File: config.mk
export PLATFORM = sky130hd
export DESIGN_NAME = uart_boot_loader
export DESIGN_NICKNAME = d
export VERILOG_FILES = /design/src/rtl/uart_boot_loader.sv
export SDC_FILE = /design/constraint.sdc
export NUM_CORES = 1
export LEC_CHECK = 0
export ABC_AREA = 0
export CORE_MARGIN = 3
export CORE_UTILIZATION = 64
export CTS_BUF_LIST = sky130_fd_sc_hd__clkbuf_2
export DETAILED_ROUTE_END_ITERATION = 16
export HOLD_SLACK_MARGIN = 0.02
export PLACE_DENSITY = 0.87
export SKIP_LAST_GASP = 1
export SLEW_MARGIN = 20
export SYNTH_ARGS = -nofsm -noshare
export SYNTH_HDL_FRONTEND = slang
export SYNTH_SLANG_ARGS = --single-unit
File: constraint.sdc
create_clock -name clk -period 2.75 [get_ports clk]
set_input_delay 0.55 -clock clk [delete_from_list [all_inputs] [get_ports clk]]
set_output_delay 0.55 -clock clk [all_outputs]
set_load 0.05 [all_outputs]
File: src/rtl/uart_boot_loader.sv
// UART (8N1) boot loader: receives a framed program image and streams it, padded to whole
// 32-bit words, into the text-memory byte port while holding the core in reset.
module uart_boot_loader #(
   parameter int unsigned CLK_DIV   = 434,
   parameter int unsigned MAX_BYTES = 4096,
   parameter logic [7:0]  MAGIC     = 8'hA5,
   parameter int unsigned TIMEOUT   = 16
) (
   input  logic       clk,
   input  logic       rst_n,
   input  logic       rx,
   output logic [7:0] byte_out,
   output logic       byte_we,
   output logic       mem_rst,
   output logic       core_hold,
   output logic       done,
   output logic       err
);
   localparam logic [2:0] RX_IDLE  = 3'd0;
   localparam logic [2:0] RX_START = 3'd1;
   localparam logic [2:0] RX_DATA  = 3'd2;
   localparam logic [2:0] RX_STOP  = 3'd3;
   localparam logic [2:0] RX_WAIT  = 3'd4;

   localparam logic [2:0] S_IDLE   = 3'd0;
   localparam logic [2:0] S_LEN_LO = 3'd1;
   localparam logic [2:0] S_LEN_HI = 3'd2;
   localparam logic [2:0] S_LOAD   = 3'd3;
   localparam logic [2:0] S_PAD    = 3'd4;
   localparam logic [2:0] S_DONE   = 3'd5;

   localparam logic [15:0] HALF    = 16'(CLK_DIV / 2 - 1);
   localparam logic [15:0] FULL    = 16'(CLK_DIV - 1);
   localparam logic [31:0] TO_CYC  = 32'(TIMEOUT * CLK_DIV);
   localparam logic [15:0] MAX_LEN = 16'(MAX_BYTES);

   logic        rx_meta, rx_sync;
   logic [2:0]  rx_state;
   logic [15:0] div_cnt;
   logic [2:0]  bit_idx;
   logic [7:0]  rx_byte;
   logic        rx_valid, frame_err;
   logic [31:0] timer;
   logic        timeout;
   logic [2:0]  state;
   logic [15:0] len, count;
   logic [15:0] len_next, count_next;
   logic        active;

   // NOTE: sequential state uses non-blocking assignments so every register samples pre-edge values.
   // The synchroniser presets high so reset release never looks like a start bit.
   always_ff @(posedge clk or negedge rst_n) begin
      if (!rst_n) begin
         rx_meta <= 1'b1;
         rx_sync <= 1'b1;
      end else begin
         rx_meta <= rx;
         rx_sync <= rx_meta;
      end
   end

   always_ff @(posedge clk or negedge rst_n) begin
      if (!rst_n) begin
         rx_state  <= RX_IDLE;
         div_cnt   <= '0;
         bit_idx   <= '0;
         rx_byte   <= '0;
         rx_valid  <= 1'b0;
         frame_err <= 1'b0;
      end else begin
         rx_valid  <= 1'b0;
         frame_err <= 1'b0;
         case (rx_state)
            RX_IDLE: begin
               if (!rx_sync) begin
                  rx_state <= RX_START;
                  div_cnt  <= '0;
               end
            end
            RX_START: begin
               if (div_cnt == HALF) begin
                  div_cnt  <= '0;
                  bit_idx  <= '0;
                  rx_state <= rx_sync ? RX_IDLE : RX_DATA;
               end else begin
                  div_cnt <= div_cnt + 16'd1;
               end
            end
            RX_DATA: begin
               if (div_cnt == FULL) begin
                  div_cnt <= '0;
                  rx_byte <= {rx_sync, rx_byte[7:1]};
                  bit_idx <= bit_idx + 3'd1;
                  if (bit_idx == 3'd7) rx_state <= RX_STOP;
               end else begin
                  div_cnt <= div_cnt + 16'd1;
               end
            end
            RX_STOP: begin
               if (div_cnt == FULL) begin
                  div_cnt <= '0;
                  if (rx_sync) begin
                     rx_valid <= 1'b1;
                     rx_state <= RX_IDLE;
                  end else begin
                     frame_err <= 1'b1;
                     rx_state  <= RX_WAIT;
                  end
               end else begin
                  div_cnt <= div_cnt + 16'd1;
               end
            end
            RX_WAIT:  if (rx_sync) rx_state <= RX_IDLE;
            default:  rx_state <= RX_IDLE;
         endcase
      end
   end

   // Inter-byte timer counts idle-line time only, so a byte in flight never trips it.
   always_ff @(posedge clk or negedge rst_n) begin
      if (!rst_n)                                timer <= '0;
      else if (rx_valid || rx_state != RX_IDLE)  timer <= '0;
      else if (timer != TO_CYC)                  timer <= timer + 32'd1;
   end

   assign timeout    = (TIMEOUT != 0) && (timer == TO_CYC);
   assign len_next   = {rx_byte, len[7:0]};
   assign count_next = count + 16'd1;
   assign active     = (state == S_LEN_LO) || (state == S_LEN_HI) ||
                       (state == S_LOAD)   || (state == S_PAD);

   always_ff @(posedge clk or negedge rst_n) begin
      if (!rst_n) begin
         state     <= S_IDLE;
         len       <= '0;
         count     <= '0;
         byte_out  <= '0;
         byte_we   <= 1'b0;
         mem_rst   <= 1'b0;
         core_hold <= 1'b1;
         done      <= 1'b0;
         err       <= 1'b0;
      end else begin
         byte_we <= 1'b0;
         mem_rst <= 1'b0;
         if (active && (frame_err || timeout)) begin
            err   <= 1'b1;
            state <= S_IDLE;
         end else begin
            case (state)
               S_IDLE: begin
                  if (rx_valid && rx_byte == MAGIC) begin
                     mem_rst   <= 1'b1;
                     core_hold <= 1'b1;
                     done      <= 1'b0;
                     err       <= 1'b0;
                     count     <= '0;
                     state     <= S_LEN_LO;
                  end
               end
               S_LEN_LO: begin
                  if (rx_valid) begin
                     len[7:0] <= rx_byte;
                     state    <= S_LEN_HI;
                  end
               end
               S_LEN_HI: begin
                  if (rx_valid) begin
                     len[15:8] <= rx_byte;
                     if (len_next == 16'd0 || len_next > MAX_LEN) begin
                        err   <= 1'b1;
                        state <= S_IDLE;
                     end else begin
                        state <= S_LOAD;
                     end
                  end
               end
               S_LOAD: begin
                  if (rx_valid) begin
                     byte_out <= rx_byte;
                     byte_we  <= 1'b1;
                     count    <= count_next;
                     if (count_next == len) state <= (len[1:0] != 2'd0) ? S_PAD : S_DONE;
                  end
               end
               S_PAD: begin
                  byte_out <= 8'h00;
                  byte_we  <= 1'b1;
                  count    <= count_next;
                  if (count_next[1:0] == 2'd0) state <= S_DONE;
               end
               S_DONE: begin
                  done      <= 1'b1;
                  core_hold <= 1'b0;
                  state     <= S_IDLE;
               end
               default: state <= S_IDLE;
            endcase
         end
      end
   end
endmodule
[Word-level counts from Yosys, hierarchy flattened]
Cells that the tools add are included.
Cells by class
  add/sub/neg operators: 4
  magnitude comparators: 1
  equal/unequal tests: 31
  mux-type cells: 53
  bitwise operators: 1
  reduce and logical (&&, ||, !) cells: 33
Operators with widths (number)
  case mux 16 bit (3 select lines): 2
  2-to-1 mux 16 bit: 5
  2-to-1 mux 32 bit: 2
  2-to-1 mux 3 bit: 16
  adder 16 x 1 -> 16 bit (second input constant): 2
  adder 32 x 1 -> 32 bit (second input constant): 1
  == test 32 x 13 -> 1 bit (second input constant): 1
  inequality test 32 x 13 -> 1 bit (second input constant): 1
  case mux 3 bit (5 select lines): 2
  2-to-1 mux 1 bit: 17
  == test 16 bit: 1
  == test 16 x 8 -> 1 bit (second input constant): 1
  == test 16 x 9 -> 1 bit (second input constant): 1
  > comparator 16 x 13 -> 1 bit (second input constant): 1
  zero test 16 bit: 1
  inequality test 2 bit (second input constant): 8
  case mux 8 bit (2 select lines): 1
  AND reduction 3 bit: 5
  == test 3 x 2 -> 1 bit (second input constant): 4
  == test 3 bit (second input constant): 4
  AND reduction 6 bit: 2
  nonzero test 3 bit: 4
  nonzero test 2 bit: 5
  inequality test 3 x 1 -> 1 bit (second input constant): 3
  17 further kinds: 33
Word-level totals
  flip-flop bits (word level): 114
  output and inout port bits: 13
  word-level logic and storage cells: 142

[Logic depth before layout (Yosys ltp)]
Gate-level depths: netlist of run 1.
  depth after elaboration: 7
  mapped depth: 10
  mapped depth without buffers: 10

[Least setup slack after synthesis of run 1]
OpenSTA, ideal clock, no wires.
  kind: reg2reg
  start: register count[0]
  end: register state[0]
  setup time: 0.125 ns
  data arrival time: 2.231 ns
  data required time: 2.625 ns
  path slack: 0.394 ns
  cell stages (with the launch flop): 9
  period minus slack after synthesis: 2.356 ns
  path through: dfrtp_1 > ha_1 > nand3_2 > nor4_4 > xnor2_1 > a2111oi_1 > and4b_1 > a21o_4 > mux2_4
Between the ends
  longest elaborated chain between the ends: 4
  elaborated cells on any way between the ends: 6
  those cells by class: add/sub: 1; eq/ne: 3; reduce/logical: 2
Ends and longest elaborated chain
  start, declared: line 46  | logic [15:0] len, count;
  start signal, assigned: line 182  | count <= count_next;
  start signal, assigned: line 189  | count <= count_next;
  adder 16 x 1 -> 16 bit *: line 128  | assign count_next = count + 16'd1;
  == test 16 bit or zero test 2 bit (tied branches): line 183, 190
  inequality test 3 x 1 -> 1 bit (no source line)
  AND reduction 6 bit (no source line) *
  end signal, assigned: line 183  | if (count_next == len) state <= (len[1:0] != 2'd0) ? S_PAD : S_DONE;
  end, declared: line 45  | logic [2:0] state;
Every way passes the cells marked *; elsewhere a longest branch is shown, timed or not.
A chain may end at the register's enable or synchronous reset.

[Final worst setup path of run 1]
  start: register core_hold
  end: output core_hold
RTL lines
  start, declared: line 15  | output logic core_hold,
  start signal, assigned: line 140  | core_hold <= 1'b1;
  start signal, assigned: line 154  | core_hold <= 1'b1;
  start signal, assigned: line 194  | core_hold <= 1'b0;
No word-level cell between the ends.

==> flow_summary.yaml, run 1 <==
global_routing:
  met2_usage: 0.4186
  grt_overflow: 0
  grt-busiest-layer: "met2"
  grt_pass1_vias: 4828
  grtUsageTotal: 0.2746
  grt_pass1_wl_mm: 22.96
  grtUsageMet3: 0.06170
  antenna_found_initial: 0
  grtUsageMet1: 0.3857
  grt_start_max_net_pins: 55
yosys:
  synth_common_cells: "dfrtp_1, nand2_1, nor2_1"
  yosysTopAreaCell: "dfrtp_1"
  synth-seq-cells: 114
  async_flop_share: 1.000
  synth_area_mm2: 0.006075
  synth_edf_count: 0
  synth_top_area_share: 0.4573
  netlist_instances: 640
  post-synth-top-count-cell: "dfrtp_1"
  ys_types: 58
  synth-main-ff-cell: "dfrtp_1"
  yosysSeqAreaShare: 0.4702
  yosys-top-cells-area: "dfrtp_1, o21ai_0, nand2_1"
  synth_nets: 652
  avgSynthCellArea_um2: 9.492
  yosys_warnings: 0
cts:
  numCtsBuffers: 17
  ctsHtreeMaxLevel: 4
  clockRootBuffer: "clkbuf_2"
  clk_pin_slew_worst_paths_ps: 160
  clk-insertion-delay-late_ps: 670
  cts.sinks: 114
  cts_tree: "yes"
  cts.path.max_buffers: 2
  cts_resized: 0
final_layout:
  area_growth_pct: 8.466
  nets: 667
  drive_gt1_frac: 0.1153
  fin_cells: 794
  antenna_cells: 0
  fillers: 629
placed_design:
  pre_cts_ws_ps: 213.2
  dp.cells: 761
  place_congestion: 0.9122
  hpwl_mm: 8.995
  port_buffers: 15
floorplan:
  fp.dieArea_mm2: 0.01070
  io_pins: 16
  die-height_um: 103.4
  start_util: 0.6767
  die_width_um: 103.4
  num_rows: 34
  core_mm2: 0.008976
setup_path:
  path_buf_inv: 1
  rrSetupSlack_ps: 180
  cp_top_family: "buffers and inverters"
  start_kind: "flop"
  path_depth: 1
  crit_slowest_cell: "clkdlybuf4s50_1"
  cp-end-kind: "output pin"
  r2r_cells: 7
  required_ps: 2200
  crit_chain: "clkdlybuf4s50_1"
  critPathMaxStageDelay_ps: 800
  path_max_fanout: 3
  path_class: "flop to output pin"
  critPathArrivalTime_ps: 2020
hold_path:
  worstHoldPathCells: 1
  hold_class: "input port to flop"
drt:
  wire_per_inst_um: 16.79
  vias_per_cell: 6.256
  drc: 0
  vias: 4967
  wirelength_mm: 13.33
  antenna_left: 0
  drtIter0Drc: 431
  first_pass_iters: 6
run_status:
  status: "finished, final reports clean"
power:
  pwr_density_cell_mw_per_mm2: 454.7
  p_leak_nw: 2.914
  ir_drop_v: 0.0003759
timing:
  period_share: 0.9358
  clock_skew_ps: 33.98
  max_freq_ghz: 0.3886
  finalHoldViolCount: 0
  finalMaxSlewViolations: 0
  rsz0062_at_grt: "no"
  whs_ps: 289.6
  setup_ws_ps: 176.4
  setup-violations-final: 0
  finalSetupTns_ps: 0
  slew_headroom: 0.6115
  tightestPinTransition_ps: 582.7
  fin_crit_ps: 2574
run:
  drv_cap: 0
[registers in the layout, indices dropped and copies added (netlist names)]
name and count:
byte_out 8, core_hold 1, rx_state 3, state 3, byte_we 1, rx_byte 8
count 16, rx_sync 1, len 16, rx_meta 1, timer 32, done 1
bit_idx 3, err 1, frame_err 1, rx_valid 1, div_cnt 16, mem_rst 1
[repair_timing]
action,CTS,global route
setup endpoints to repair,0,0
setup buffers,0,0
hold buffers,1,0
endpoints found under the hold margin,28,0
[layer usage]
metal / part of all wire / wire (µm)
met1: 0.43 / 5766
met2: 0.48 / 6419
met3: 0.067 / 896
met4: 0.018 / 245
met5: 0 / 0
[cells by family (layout without fill, tap and decap cells)]
kind of cell	count (synthesis)	after routing	share of synthesized area
fa+ha+maj	9	9	0.01854
xor+xnor	47	47	0.06777
compound gates	127	127	0.1261
simple gates	279	279	0.2420
mux	22	22	0.04078
buf+inv	42	70	0.03460
flops	114	114	0.4702
[cell usage in the layout, fill, tap and decap left out, types with 4 or more instances in the layout]
cell type	instances
a21oi_1	16
a31oi_1	6
and3_1	14
and4_1	5
buf_4	9
bufinv_16	4
clkbuf_2	18
clkdlybuf4s50_1	14
clkinv_4	5
dfrtp_1	111
ha_1	9
inv_1	13
mux2_2	18
nand2_1	73
nand2b_1	9
nand3_1	25
nand4_1	12
nor2_1	72
nor2b_1	8
nor3_1	10
nor3b_1	4
nor4_1	11
o21ai_0	68
o31ai_1	10
o41ai_1	7
or3_1	10
xnor2_1	21
xor2_1	26
[final timing paths]
kind,from,end
max in group asynchronous,rst_n,core_hold
setup reg to reg,count[3],state[0]
hold / removal,rx,rx_meta
setup / recovery,core_hold,core_hold
min in group asynchronous,rst_n,div_cnt[7]
hold reg to reg,rx_meta,rx_sync
[cell type report]
type	count	area, µm²	area share
Multi-Input combinational cell	484	3009	0.4567
Sequential cell	114	2856	0.4335
Timing Repair Buffer	25	237.7	0.03608
Clock inverter	14	188.9	0.02867
Tap cell	126	157.7	0.02393
Clock buffer	18	90.09	0.01367
Inverter	13	48.80	0.007406
[per-stage QoR]
step / total power [mW] / util / area (µm²)
floorplan: 1.713 / - / 6075
global placement: 1.753 / 0.7017 / 6299
detailed placement: 1.754 / 0.7017 / 6299
CTS: 3.021 / 0.7339 / 6588
global route: 3.108 / 0.7340 / 6589
finish: 2.996 / 0.7340 / 6589
[power by group]
group / internal (mW) / total [mW] / switching, mW
logic: 0.00739 / 0.0409 / 0.0335
clock network: 0.599 / 1.27 / 0.675
registers: 1.68 / 1.68 / 0.00137
total: 2.29 / 3.00 / 0.709
(Power assumes the default switching activity.)
==> run 2: changes to the inputs <==
--- a/config.mk
+++ b/config.mk
@@ -7,11 +7,13 @@
 export LEC_CHECK = 0
 export ABC_AREA = 0
 export CORE_MARGIN = 3
-export CORE_UTILIZATION = 64
+export CORE_UTILIZATION = 58
 export CTS_BUF_LIST = sky130_fd_sc_hd__clkbuf_2
+export CTS_CLUSTER_DIAMETER = 80
 export DETAILED_ROUTE_END_ITERATION = 16
 export HOLD_SLACK_MARGIN = 0.02
-export PLACE_DENSITY = 0.87
+export PLACE_DENSITY = 0.84
+export RECOVER_POWER = 50
 export SKIP_LAST_GASP = 1
 export SLEW_MARGIN = 20
 export SYNTH_ARGS = -nofsm -noshare
==> constraint.sdc (replaced) <==
create_clock -name clk -period 2.3 [get_ports clk]
set_input_delay 0.46 -clock clk [delete_from_list [all_inputs] [get_ports clk]]
set_output_delay 0.46 -clock clk [all_outputs]
set_load 0.05 [all_outputs]
==> flow_summary.yaml, run 2 (synthesized netlist as in run 1, its figures left out) <==
run_status:
  status: "complete, but fails checks"
  violations: "negative setup slack"
setup_path:
  path_max_fanout: 4
  r2r_cells: 8
  critPathArrivalTime_ps: 2960
  reg2reg_to: "state[0]"
  start_kind: "flop"
  required_ps: 2890
  r2r-start: "count[5]"
  rrSetupSlack_ps: -70
  path_class: "flop to flop"
  cp-end-kind: "flop"
timing:
  whs_ps: 309.4
  fin_crit_ps: 2368
  finalMaxSlewViolations: 0
  finalHoldViolCount: 0
  setup_ws_ps: -67.99
  setup-violations-final: 2
  max_freq_ghz: 0.4223
  clock_skew_ps: 20.64
  slew_headroom: 0.2650
  period_share: 1.030
  rsz0062_at_grt: "yes"
  tightestPinTransition_ps: 1102
  finalSetupTns_ps: -76.50
final_layout:
  regMostFlops: "timer"
  nets: 726
  largest_reg_flops: 32
  fillers: 711
  layout_commonest_cell: "dfrtp_1"
  area_growth_pct: 18.91
  most-common-layout-cells: "dfrtp_1, nor2_1, nand2_1, o21ai_0, buf_4"
  drive_gt1_frac: 0.2242
  utilization: 0.7223
power:
  p_leak_nw: 3.368
  pwr_density_cell_mw_per_mm2: 507.4
  ir_drop_v: 0.0004453
floorplan:
  num_rows: 36
  die_width_um: 108.3
  core_mm2: 0.01000
  fp.dieArea_mm2: 0.01174
  start_util: 0.6075
  io_pins: 16
  die-height_um: 108.3
drt:
  wirelength_mm: 14.55
  first_pass_iters: 5
  vias_per_cell: 6.036
  wire_per_inst_um: 16.90
  vias: 5197
  drtIter0Drc: 458
  antenna_left: 0
  drc: 0
placed_design:
  hpwl_mm: 9.514
  port_buffers: 15
  place_congestion: 0.8929
  pre_cts_ws_ps: -138.3
cts:
  clockRootBuffer: "clkbuf_2"
  cts_tree: "yes"
  clk-insertion-delay-late_ps: 680
  clk_pin_slew_worst_paths_ps: 170
  cts.sinks: 114
  ctsHtreeMaxLevel: 4
  cts.path.max_buffers: 2
  numCtsBuffers: 17
global_routing:
  grt_start_max_net_pins: 44
  antenna_found_initial: 1
  grt_overflow: 0
  grt_pass1_vias: 4895
  grtUsageTotal: 0.2558
  grt_pass1_wl_mm: 23.41
run:
  drv_cap: 0
hold_path:
  hold_class: "input port to flop"
  worstHoldPathCells: 1
  min_from: "rx"
  holdPathEnd: "rx_meta"
[run 2: cell count changes in the layout (fill, tap and decap cells not counted), sizes merged, moves of 2 or more]
| cell | delta |
|---|---|
| buf | +56 |
| clkdlybuf4s50 | -14 |
| dlygate4sd2 | +12 |
| clkbuf | +3 |
| clkinv | -2 |
[run 2: power breakdown]
group	internal (mW)	total, mW	switching, mW
clock	0.816	1.61	0.794
sequential	2.01	2.01	0.00145
combinational	0.00440	0.0440	0.0396
total	2.83	3.67	0.835
[run 2: worst max-delay path, stage by stage, from the launching register on]
cell	delay (ps)
dfrtp_2	500
buf_4	190
xor2_1	260
mux2_2	370
nor2_1	100
o221ai_1	130
and4b_1	330
a21o_4	120
mux2_4	280
[run 2: worst max-delay path by stage]
stage	slack [ps]	cells past startpoint	endpoint	startpoint
final	-70	8	state[0]	count[5]
after global routing	-170	9	state[0]	timer[0]
after CTS	-50	1	core_hold	core_hold
after detailed placement	-140	7	state[0]	timer[27]
after global placement	-30	8	state[0]	count[0]
after floorplan	20	10	state[0]	timer[0]
[run 2: layout make-up]
class                           instances  area (µm²)  area share
Multi-Input combinational cell        484        3162      0.4377
Sequential cell                       114        2864      0.3965
Timing Repair Buffer                   84       680.7     0.09423
Clock inverter                         15       214.0     0.02962
Tap cell                              133       166.4     0.02304
Clock buffer                           17       85.08     0.01178
Inverter                               13       48.80    0.006756
Antenna cell                            1       2.502   0.0003464
[run 2: repair_timing]
action	CTS	global route
hold buffers	1	0
pin swaps	4	4
gates resized for setup	20	32
endpoints found under the setup margin	16	38
gates cloned	0	1
buffers inserted	3	3
hold endpoints to repair	41	0
[run 2: per-layer routing]
layer | wire (µm) | track usage
met5 | 0 | 0
met4 | 299 | 0.09919
met3 | 901 | 0.06209
met2 | 7228 | 0.4054
met1 | 6119 | 0.3420
[run 2: through the flow]
stage | instance area, µm² | cells | power [mW]
after floorplan | 6085 | 640 | 2.048
after detailed placement | 6733 | 820 | 2.100
after CTS | 7089 | 856 | 3.717
after global routing | 7223 | 861 | 3.831
final | 7223 | 861 | 3.665
after global placement | 6733 | 820 | 2.099
==> run 3: changes to the inputs <==
--- a/config.mk
+++ b/config.mk
@@ -6,13 +6,12 @@
 export NUM_CORES = 1
 export LEC_CHECK = 0
 export ABC_AREA = 0
-export CORE_MARGIN = 3
-export CORE_UTILIZATION = 58
+export CORE_UTILIZATION = 55
 export CTS_BUF_LIST = sky130_fd_sc_hd__clkbuf_2
 export CTS_CLUSTER_DIAMETER = 80
 export DETAILED_ROUTE_END_ITERATION = 16
 export HOLD_SLACK_MARGIN = 0.02
-export PLACE_DENSITY = 0.84
+export PLACE_DENSITY = 0.8
 export RECOVER_POWER = 50
 export SKIP_LAST_GASP = 1
 export SLEW_MARGIN = 20
==> flow_summary.yaml, run 3 (synthesized netlist as in run 1, its figures left out) <==
floorplan:
  core_mm2: 0.01079
  die-height_um: 107.1
  die_width_um: 107.1
  num_rows: 38
  start_util: 0.5628
  io_pins: 16
  fp.dieArea_mm2: 0.01147
cts:
  cts.path.max_buffers: 2
  clockRootBuffer: "clkbuf_2"
  numCtsBuffers: 17
  cts.sinks: 114
  ctsHtreeMaxLevel: 4
  clk_pin_slew_worst_paths_ps: 160
  clk-insertion-delay-late_ps: 670
  cts_tree: "yes"
power:
  combPwrFrac: 0.014
  ir_drop_v: 0.0004277
  power_frac_seq: 0.617
  pwr_density_cell_mw_per_mm2: 458.3
  p_leak_nw: 3.319
  clockPowerShare: 0.369
  p_int_mw: 2.512
  p_sw_mw: 0.7460
  sw_frac_of_total: 0.2290
final_layout:
  regMostFlops: "timer"
  nets: 727
  most-common-layout-cells: "dfrtp_1, nand2_1, nor2_1, o21ai_0, buf_4"
  largest_reg_flops: 32
  drive_gt1_frac: 0.2170
  utilization: 0.6587
  design_area_mm2: 0.007109
  area_growth_pct: 17.03
  antenna_cells: 0
  layout_commonest_cell: "dfrtp_1"
setup_path:
  cp-end-kind: "flop"
  path_class: "flop to flop"
  critPathArrivalTime_ps: 2910
  required_ps: 2870
  start_kind: "flop"
  critPathMaxStageDelay_ps: 450
  path_max_fanout: 4
  crit_chain: "ha_2, and3_1, a311oi_1, a31oi_1, a2111oi_2, and4b_2, a21o_4, mux2_4"
  crit_slowest_cell: "dfrtp_2"
placed_design:
  placed_cell_area_mm2: 0.006736
  place_congestion: 0.9191
  hpwl_mm: 9.678
  pre_cts_ws_ps: -51.94
  port_buffers: 15
global_routing:
  antenna_found_initial: 0
  grt_pass1_wl_mm: 23.60
  grt_overflow: 0
  grtUsageTotal: 0.2607
  grt_start_max_net_pins: 53
  grt_pass1_vias: 5057
timing:
  max_freq_ghz: 0.4267
  period_share: 1.019
  finalMaxSlewViolations: 0
  fin_crit_ps: 2343
  rsz0062_at_grt: "yes"
  setup_ws_ps: -43.34
  tightestPinTransition_ps: 821.7
  finalHoldViolCount: 0
  clock_skew_ps: 32.84
  setup-violations-final: 1
  slew_headroom: 0.4522
drt:
  drc: 0
  vias: 5228
  first_pass_iters: 5
  vias_per_cell: 6.023
  dr_wl_met2_mm: 7.124
  wirelength_mm: 14.31
  wire_per_inst_um: 16.48
  wl_met3_um: 794
  drtIter0Drc: 386
  highest_layer: "met4"
  antenna_left: 0
  wl_met1_mm: 6.080
run_status:
  violations: "negative setup slack"
  status: "complete, but fails checks"
run:
  drv_cap: 0
hold_path:
  hold_class: "input port to flop"
[run 3: final timing paths]
kind | from | end | slack, ps | depth (start not counted)
setup / recovery | count[0] | state[0] | -40 | 8
hold / removal | rx | rx_meta | 350 | 1
setup reg to reg | count[0] | state[0] | -40 | 8
hold reg to reg | rx_meta | rx_sync | 370 | 0
max in group asynchronous | rst_n | mem_rst | 610 | 3
min in group asynchronous | rst_n | byte_we | 400 | 2
[run 3: layout make-up]
type | count | area, µm²
fill | 831 | 3684
multi-input combinational | 484 | 3143
sequential | 114 | 2864
timing repair buffer | 85 | 673.1
tap | 140 | 175.2
clock buffer | 22 | 110.1
clock inverter | 10 | 95.09
inverter | 13 | 48.80
[run 3: per-stage QoR]
| step | cells | hold slack [ps] | setup TNS, ps | power, mW |
|---|---|---|---|---|
| global placement | 828 | 347.8 | 0 | 2.096 |
| finish | 868 | 347.1 | -43.34 | 3.258 |
| floorplan | 640 | 164.4 | 0 | 2.048 |
| detailed placement | 828 | 347.8 | -51.94 | 2.098 |
| CTS | 864 | 131.1 | -21.06 | 3.303 |
| global route | 868 | 302.5 | -313.3 | 3.380 |
[run 3: power by group through the flow]
stage | combinational [mW] | sequential, mW | clock, mW
global placement | 0.0498 | 2.05 | 0
detailed placement | 0.0509 | 2.05 | 0
CTS | 0.0523 | 2.01 | 1.24
global route | 0.0543 | 2.01 | 1.31
finish | 0.0442 | 2.01 | 1.20
floorplan | 0.00137 | 2.05 | 0
[run 3: critical path: cells and delay by family, from the launching register on]
family,cells,cell delay [ps]
DFF,1,450
adders and majority gates,1,220
AOI/OAI and AO/OA,4,790
muxes,1,280
and+or+nand+nor,2,510
[run 3: routing by layer]
| metal | vias up | track usage |
|---|---|---|
| met5 | - | 0 |
| met4 | 0 | 0.1164 |
| met3 | 32 | 0.05046 |
| met2 | 183 | 0.4143 |
| met1 | 2583 | 0.3473 |
| li1 | 2430 | - |
[run 3: what timing repair did]
| action | in CTS | in global routing |
|---|---|---|
| gates cloned | 0 | 1 |
| pin swaps | 5 | 6 |
| setup buffers | 3 | 3 |
| endpoints found under the hold margin | 30 | 0 |
| resized for setup | 17 | 29 |
| hold buffers | 1 | 0 |
| endpoints found under the setup margin | 14 | 45 |
